### config.mk
export PLATFORM = sky130hd
export DESIGN_NAME = halt_reporter_flat
export DESIGN_NICKNAME = d
export VERILOG_FILES = /design/src/rtl/halt_reporter_pkg.sv /design/src/rtl/halt_reporter_if.sv /design/src/rtl/halt_reporter_sat_counter.sv /design/src/rtl/halt_reporter.sv /design/src/flat_wrapper.sv
export SDC_FILE = /design/constraint.sdc
export NUM_CORES = 1
export LEC_CHECK = 0
export CORE_AREA = 2 2 190 192
export CTS_BUF_LIST = sky130_fd_sc_hd__clkbuf_8
export CTS_CLUSTER_SIZE = 14
export DETAILED_ROUTE_END_ITERATION = 10
export DIE_AREA = 0 0 192 194
export DONT_BUFFER_PORTS = 1
export PLACE_DENSITY = 0.58
export SYNTH_ARGS = -nofsm -noshare
export SYNTH_HDL_FRONTEND = slang
export SYNTH_HIERARCHICAL = 1
export SYNTH_SLANG_ARGS = --single-unit
### constraint.sdc
create_clock -name clock -period 2.7 [get_ports clock]
set_input_delay 0.675 -clock clock [delete_from_list [all_inputs] [get_ports clock]]
set_output_delay 0.675 -clock clock [all_outputs]
set_load 0.1 [all_outputs]
### src/rtl/halt_reporter_pkg.sv
// Shared types for the end-of-run reporter: report status codes,
// reporter FSM states and the drain counter width.
package sim_ctrl_pkg;

   localparam int unsigned STATUS_W = 2;
   localparam int unsigned DRAIN_W  = 4;

   typedef enum logic [STATUS_W-1:0] {
      ST_GOOD    = 2'd0,
      ST_BAD     = 2'd1,
      ST_TIMEOUT = 2'd2
   } status_e;

   typedef enum logic [1:0] {
      S_RUN,
      S_DRAIN,
      S_REPORT,
      S_DONE
   } state_e;

endpackage

### src/rtl/halt_reporter_if.sv
// Status-record handshake between the halt reporter and the host monitor.
interface halt_reporter_if #(
   parameter int unsigned XLEN    = 32,
   parameter int unsigned CYCLE_W = 64
);
   import sim_ctrl_pkg::*;

   logic                rpt_valid;
   logic                rpt_ready;
   logic [STATUS_W-1:0] rpt_status;
   logic [XLEN-1:0]     rpt_exit_code;
   logic [XLEN-1:0]     rpt_pc;
   logic [CYCLE_W-1:0]  rpt_cycles;
   logic [CYCLE_W-1:0]  rpt_instret;

   modport master (
      output rpt_valid, rpt_status, rpt_exit_code, rpt_pc, rpt_cycles, rpt_instret,
      input  rpt_ready
   );

   modport slave (
      input  rpt_valid, rpt_status, rpt_exit_code, rpt_pc, rpt_cycles, rpt_instret,
      output rpt_ready
   );

endinterface

### src/rtl/halt_reporter_sat_counter.sv
// Up-counter that sticks at all-ones instead of wrapping.
module sat_counter #(
   parameter int unsigned WIDTH = 64
) (
   input  logic             clock,
   input  logic             reset,
   input  logic             en,
   input  logic             clr,
   output logic [WIDTH-1:0] q
);

   // Count on enable, hold once saturated.
   always_ff @(posedge clock or negedge reset) begin
      if (!reset) begin
         q <= '0;
      end else if (clr) begin
         q <= '0;
      end else if (en && (q != '1)) begin
         q <= q + WIDTH'(1);
      end
   end

endmodule

### src/rtl/halt_reporter.sv
// End-of-run reporter: counts cycles/retires while running, stops on ebreak
// or watchdog expiry, freezes the core, then offers one status record.
module halt_reporter
   import sim_ctrl_pkg::*;
#(
   parameter int unsigned     XLEN         = 32,
   parameter int unsigned     CYCLE_W      = 64,
   parameter longint unsigned TIMEOUT      = 64'd100000000,
   parameter int unsigned     DRAIN_CYCLES = 2
) (
   input  logic            clock,
   input  logic            reset,
   input  logic            wb_valid,
   input  logic            wb_ebreak,
   input  logic [XLEN-1:0] wb_pc,
   input  logic [XLEN-1:0] a0,
   output logic            core_stall,
   output logic            halted,
   halt_reporter_if.master rpt
);

   localparam bit WDOG_EN = (TIMEOUT != 64'd0);
   localparam logic [CYCLE_W-1:0] TIMEOUT_LAST =
      CYCLE_W'(WDOG_EN ? (TIMEOUT - 64'd1) : 64'd0);
   localparam logic [DRAIN_W-1:0] DRAIN_LOAD = DRAIN_W'(DRAIN_CYCLES);

   state_e               state;
   logic [DRAIN_W-1:0]   drain_cnt;
   logic [CYCLE_W-1:0]   cycles_q;
   logic [CYCLE_W-1:0]   instret_q;
   logic                 in_run;
   logic                 ebreak_hit;
   logic                 timeout_hit;

   assign in_run      = (state == S_RUN);
   assign ebreak_hit  = in_run && wb_valid && wb_ebreak;
   assign timeout_hit = in_run && WDOG_EN && (cycles_q == TIMEOUT_LAST) && !ebreak_hit;

   // Counters only advance in RUN, so they freeze on the halting edge
   // with that cycle's increment already included.
   sat_counter #(.WIDTH(CYCLE_W)) u_cycles (
      .clock (clock),
      .reset (reset),
      .en    (in_run),
      .clr   (1'b0),
      .q     (cycles_q)
   );

   sat_counter #(.WIDTH(CYCLE_W)) u_instret (
      .clock (clock),
      .reset (reset),
      .en    (in_run && wb_valid),
      .clr   (1'b0),
      .q     (instret_q)
   );

   // Reporter FSM with capture registers and the drain down-counter.
   always_ff @(posedge clock or negedge reset) begin
      if (!reset) begin
         state             <= S_RUN;
         drain_cnt         <= '0;
         halted            <= 1'b0;
         core_stall        <= 1'b0;
         rpt.rpt_valid     <= 1'b0;
         rpt.rpt_status    <= '0;
         rpt.rpt_exit_code <= '0;
         rpt.rpt_pc        <= '0;
         rpt.rpt_cycles    <= '0;
         rpt.rpt_instret   <= '0;
      end else begin
         unique case (state)
            S_RUN: begin
               if (ebreak_hit) begin
                  rpt.rpt_status    <= (a0 == '0) ? ST_GOOD : ST_BAD;
                  rpt.rpt_exit_code <= a0;
                  rpt.rpt_pc        <= wb_pc;
                  drain_cnt         <= DRAIN_LOAD;
                  halted            <= 1'b1;
                  core_stall        <= 1'b1;
                  state             <= S_DRAIN;
               end else if (timeout_hit) begin
                  rpt.rpt_status    <= ST_TIMEOUT;
                  rpt.rpt_exit_code <= a0;
                  rpt.rpt_pc        <= '0;
                  drain_cnt         <= DRAIN_LOAD;
                  halted            <= 1'b1;
                  core_stall        <= 1'b1;
                  state             <= S_DRAIN;
               end
            end
            S_DRAIN: begin
               // A load of 0 or 1 both leave after a single DRAIN cycle.
               if (drain_cnt <= DRAIN_W'(1)) begin
                  rpt.rpt_cycles  <= cycles_q;
                  rpt.rpt_instret <= instret_q;
                  rpt.rpt_valid   <= 1'b1;
                  state           <= S_REPORT;
               end else begin
                  drain_cnt <= drain_cnt - DRAIN_W'(1);
               end
            end
            S_REPORT: begin
               if (rpt.rpt_ready) begin
                  rpt.rpt_valid <= 1'b0;
                  state         <= S_DONE;
               end
            end
            S_DONE: begin
               state <= S_DONE;
            end
            default: begin
               state <= S_DONE;
            end
         endcase
      end
   end

endmodule
### src/flat_wrapper.sv
// flat-port wrapper written by rule: the top's interface ports become plain ports
module halt_reporter_flat import sim_ctrl_pkg::*;
#(
   parameter int unsigned     XLEN         = 32,
   parameter int unsigned     CYCLE_W      = 64,
   parameter longint unsigned TIMEOUT      = 64'd100000000,
   parameter int unsigned     DRAIN_CYCLES = 2
)
  (clock, reset, wb_valid, wb_ebreak, wb_pc, a0, core_stall, halted, rpt_rpt_valid, rpt_rpt_status, rpt_rpt_exit_code, rpt_rpt_pc, rpt_rpt_cycles, rpt_rpt_instret, rpt_rpt_ready);
  halt_reporter_if #(.XLEN(XLEN), .CYCLE_W(CYCLE_W)) rpt_i ();
  input  logic clock;
  input  logic reset;
  input  logic wb_valid;
  input  logic wb_ebreak;
  input  logic [XLEN-1:0] wb_pc;
  input  logic [XLEN-1:0] a0;
  output logic core_stall;
  output logic halted;
  output wire logic [$bits(rpt_i.rpt_valid)-1:0] rpt_rpt_valid;
  output wire logic [$bits(rpt_i.rpt_status)-1:0] rpt_rpt_status;
  output wire logic [$bits(rpt_i.rpt_exit_code)-1:0] rpt_rpt_exit_code;
  output wire logic [$bits(rpt_i.rpt_pc)-1:0] rpt_rpt_pc;
  output wire logic [$bits(rpt_i.rpt_cycles)-1:0] rpt_rpt_cycles;
  output wire logic [$bits(rpt_i.rpt_instret)-1:0] rpt_rpt_instret;
  input wire logic [$bits(rpt_i.rpt_ready)-1:0] rpt_rpt_ready;
  assign rpt_rpt_valid = rpt_i.rpt_valid;
  assign rpt_rpt_status = rpt_i.rpt_status;
  assign rpt_rpt_exit_code = rpt_i.rpt_exit_code;
  assign rpt_rpt_pc = rpt_i.rpt_pc;
  assign rpt_rpt_cycles = rpt_i.rpt_cycles;
  assign rpt_rpt_instret = rpt_i.rpt_instret;
  assign rpt_i.rpt_ready = rpt_rpt_ready;
  halt_reporter #(.XLEN(XLEN), .CYCLE_W(CYCLE_W), .TIMEOUT(TIMEOUT), .DRAIN_CYCLES(DRAIN_CYCLES)) u_core (.clock(clock), .reset(reset), .wb_valid(wb_valid), .wb_ebreak(wb_ebreak), .wb_pc(wb_pc), .a0(a0), .core_stall(core_stall), .halted(halted), .rpt(rpt_i));
endmodule
### After elaboration in Yosys (flattened, before gate mapping)

Cells that the tools add are included.

* output and inout bits: 197
* bits in registers: 330
* logic and storage cells: 63
* bits of input ports: 69

* equality and inequality tests: 10
* $lt $le $gt $ge: 1
* reductions and logical operators: 17
* $add $sub $neg: 3
* multiplexer cells: 21

Operator list (count)
* $add A64 B1 Y64 const B: 2
* $mux W32: 4
* $ne A64 B64 Y1 const B: 2
* $eq A64 B27 Y1 const B: 1
* $logic_not A32 Y1: 1
* $mux W2: 6
* $mux W4: 3
* $reduce_and A3 Y1: 3
* $pmux W2 S4: 1
* $pmux W4 S2: 1
* $logic_and A1 B1 Y1: 6
* $reduce_bool A2 Y1: 3
* $mux W1: 5
* $eq A2 B2 Y1 const B: 2
* $le A4 B1 Y1 const B: 1
* $ne A2 B2 Y1 const B: 2
* $reduce_and A2 Y1: 2
* $sub A4 B1 Y4 const B: 1
* $ne A3 B3 Y1 const B: 1
* $eq A2 B1 Y1 const B: 1
* $logic_not A2 Y1: 1
* $ne A2 B1 Y1 const B: 1
* $pmux W1 S2: 1
* $logic_not A1 Y1: 1

### Depth between registers and ports, before layout

* word-level depth: 8
* mapped depth: 10
* mapped depth without buffers: 8

### By module

The synthesis kept the hierarchy.

By module, submodules not included
* halt_reporter: cells each 578, area an instance 8030.2 µm², sequential area each 5054.8 µm², times used 1
* sat_counter: cells each 429, area an instance 3784.9 µm², sequential area each 1601.5 µm², times used 2

### Worst setup path before layout

Ideal clock, no wire load.

* path kind: in2reg
* start point: input wb_valid
* end point: register u_core.u_instret.q[48]
* arrival: 2499 ps
* stages on the path: 7
* data required time: 2623 ps
* slack: 124 ps
* buffers on the path: 1
* library setup time: 77 ps
* cell sequence: and2_1 -> clkbuf_1 -> nand3_1 -> a311oi_1 -> nand2_1 -> or4_1 -> a21oi_1

* longest elaborated chain between the ends: 2

RTL lines
* start, declared: RTL line flat_wrapper.sv:13 `input logic wb_valid;`
* $logic_and A1 B1 Y1: RTL line halt_reporter.sv:52 `.en (in_run && wb_valid),`
* $logic_and A1 B1 Y1: RTL line halt_reporter_sat_counter.sv:18 `end else if (en && (q != '1)) begin`
* end signal, assigned: RTL line halt_reporter_sat_counter.sv:19 `q <= q + WIDTH'(1);`
* end, declared: RTL line halt_reporter_sat_counter.sv:9 `output logic [WIDTH-1:0] q`

Every way passes these cells.
A chain may end at the register's enable or synchronous reset.

### Final worst setup path

* start point: register u_core.u_instret.q[47]
* end point: register u_core.u_instret.q[61]

* longest elaborated chain between the ends: 2
* elaborated cells between the ends (all ways): 3
* classes of those cells: add/sub: 1; eq/ne: 1; reduce/logical: 1

RTL lines
* parallel branches: the longest is 2 deep, another holds $add A64 B1 Y64

Several ways; the timed one is not identified.

==> metrics <==
status=finished, violations left; failing checks=hold timing; final instance area=18300 µm²; R2R cell count=6; post-synthesis async set-or-reset flop share=100%; WL/cell=20.7 µm; Layout area overhead=17.4%; count of unique library cells instantiated by Yosys=60; period utilization=96.4%; DR pass1 iterations=5; Final #Nets=1643; startpoint types=flop; slowest CP cell=or4_1; final hold violation count=330; vias in the first global route=12000; die area=37200 µm²; Max Fclk=0.384 GHz; Non-Filler Instances=2076; Antenna Nets Post-Route=0; final setup fails=0; WHS=-248 ps; Clock Power Share=49.0%; clk sinks=330; DP Area=17000 µm²; Worst path max stage delay=670 ps; Slew headroom=35.1%; Worst-path clk slew=60 ps; initial antenna violation count=0; Pwr Density=537 nW/µm²; sequential area share after synthesis=52.9%; placer's final routability congestion estimate=0.891; Worst-Margin Slew=974 ps; Post-Place Cells=1972; EDFF count, synth=0; CP endpoint kind=flop; part of the power in registers=50.5%; Die X=192 µm; VDD IR max=0.000317 V; reg-to-reg startpoint=u_core/u_instret/q[47]; Die Ht=194 µm; Mapped Cells=1436; worst path bufs/invs=0; drt drc=0; TritonCTS buffer count=57; Port Buffer Count=0; Post-synth top cells=330 x dfrtp_1, 167 x mux2_2, 125 x nor2_1; worst path cell trace=nand4_4 > or4_1 > nor4b_4 > a211o_2 > nor3_1 > mux2_4; Avg Inst Size Synth=10.9 µm²; min Tclk post-route=2600 ps; core region area=35200 µm²; CTS H-tree lvls=2; data arrival time of the critical path=3120 ps; CTS Buffer Depth=3; Worst Setup Path Type=reg -> reg; HP Class=in -> async; global-route wire length before repair=67600 µm; WL final=43000 µm; max-cap violations=0; # IOs=266; Rows=69; antenna cells=0; Critical Path RT=3220 ps; FILL cells=3177; TNS Setup=0 ps; pin count of the biggest net entering global routing=331; total grt overflow=0; sw frac=21.8%; clock root cell=clkbuf_8; Starting Density=44.3%; biggest area consumer among synthesized cells=dfrtp_1; Post-CTS Setup Bufs=0; most common cell in the netlist=dfrtp_1; final clock skew=24.5 ps; top cell family by delay on the critical path=simple AND/OR/NAND/NOR gates; via count=12000; DR vias/cell=5.80; Max Fanout on Critical Path=8; Yosys reg bits=330; mapped cell area=15600 µm²; Slew Viols, Final=0; Iteration-0 DRC Markers=921; GRT Overall Usage=22.9%; ys flop type=dfrtp_1; CTS tree=done; Synth top area share=52.9%; flop-to-flop setup slack=100 ps; Comb power frac=0.5%; Static Leak=8.23 nW; HPWL Detailed=29400 µm; cell-internal power=7.68 mW; fraction of layout cells with a size suffix above 1=27.0%; top cells by area, synth=dfrtp_1 53%, mux2_2 12%, nand4_1 3.2%; worst reg2reg endpoint=u_core/u_instret/q[61]; switching power=2.14 mW; Synth warnings=6; worst skew pair latency=640 ps
layer usage:
metal / vias up / global-route usage, % / wire length [µm]
met1: 5982 / 30.2 / 18500
met5: - / 0 / 0
met3: 93 / 5.85 / 2910
li1: 5557 / - / -
met2: 414 / 36.6 / 20200
met4: 0 / 7.77 / 1290
sequential cells by signal (all words and copies together), names as in the netlist:
signal	cells
u_core/rpt.rpt_exit_code	32
u_core/rpt.rpt_valid	1
u_core/rpt.rpt_pc	32
u_core/rpt.rpt_cycles	64
u_core/rpt.rpt_instret	64
u_core/drain_cnt	4
u_core/halted	1
u_core/u_cycles/q	64
u_core/u_instret/q	64
u_core/rpt.rpt_status	2
u_core/state	2
cells by family (layout without fill, tap and decap cells):
logic type | count (synthesis) | in the layout | share of synthesized area [%]
simple gates | 587 | 587 | 20.6
flops | 330 | 330 | 52.9
compound gates | 190 | 190 | 7.42
mux | 172 | 172 | 12.4
buf+inv | 83 | 261 | 2.35
xor+xnor | 69 | 69 | 3.87
fa+ha+maj | 4 | 4 | 0.321
other cells | 1 | 2 | 0.0240
worst max path at each step:
| stage | from | end | slack (ps) | cells past startpoint |
|---|---|---|---|---|
| floorplan | wb_valid | u_core/u_instret/q[48] | 120 | 7 |
| global placement | u_core/u_cycles/q[60] | u_core/rpt.rpt_exit_code[27] | 150 | 8 |
| detailed placement | u_core/u_cycles/q[0] | u_core/u_cycles/q[35] | 130 | 7 |
| CTS | u_core/u_cycles/q[0] | u_core/u_cycles/q[35] | 100 | 7 |
| global route | u_core/u_instret/q[21] | u_core/u_instret/q[49] | -30 | 7 |
| finish | u_core/u_instret/q[47] | u_core/u_instret/q[61] | 100 | 6 |
power groups by stage:
| stage | logic (mW) | registers (mW) | clock network, mW |
|---|---|---|---|
| after floorplan | 0.0417 | 5.05 | 0 |
| after global placement | 0.0358 | 5.05 | 0 |
| after detailed placement | 0.0361 | 5.05 | 0 |
| after CTS | 0.0363 | 4.96 | 4.96 |
| after global routing | 0.0543 | 4.96 | 5.20 |
| final | 0.0491 | 4.96 | 4.81 |
stage by stage:
step	setup WS, ps	util (%)	hold slack, ps	total power, mW
floorplan	124	-	379	5.09
global placement	150	48.4	388	5.09
detailed placement	132	48.4	386	5.09
CTS	101	51.9	-321	9.96
global route	-25.1	52.0	-315	10.2
finish	96.5	52.0	-248	9.82
layout make-up:
type	count	area [µm²]	share of cell area (%)
clock buffer	77	1060	5.79
tap	461	577	3.15
inverter	11	41.3	0.226
multi-input combinational	1024	7030	38.4
sequential	330	8260	45.1
timing repair buffer	146	1170	6.40
clock inverter	27	169	0.923
worst register-to-register path, stage by stage (launching register included):
cell	delay [ps]
dfrtp_1	410
nand4_4	170
or4_1	680
nor4b_4	540
a211o_2	300
nor3_1	90
mux2_4	300
cell usage in the layout (no fill, tap or decap), types with 39 or more instances in the layout:
cell	netlist	final
buf_4	4	140
o21ai_0	53	51
mux2_2	167	167
clkbuf_8	0	77
nand3_1	69	69
nand4_1	79	79
nand2_1	111	111
xnor2_1	39	39
a21oi_1	72	72
nor2_1	125	125
dfrtp_1	330	328
timing repair:
action,4_1_cts,5_1_grt
endpoints found under the setup margin,0,8
endpoints found under the hold margin,330,330
resized for setup,0,6
Note: power is estimated with default switching activity, not from simulation.
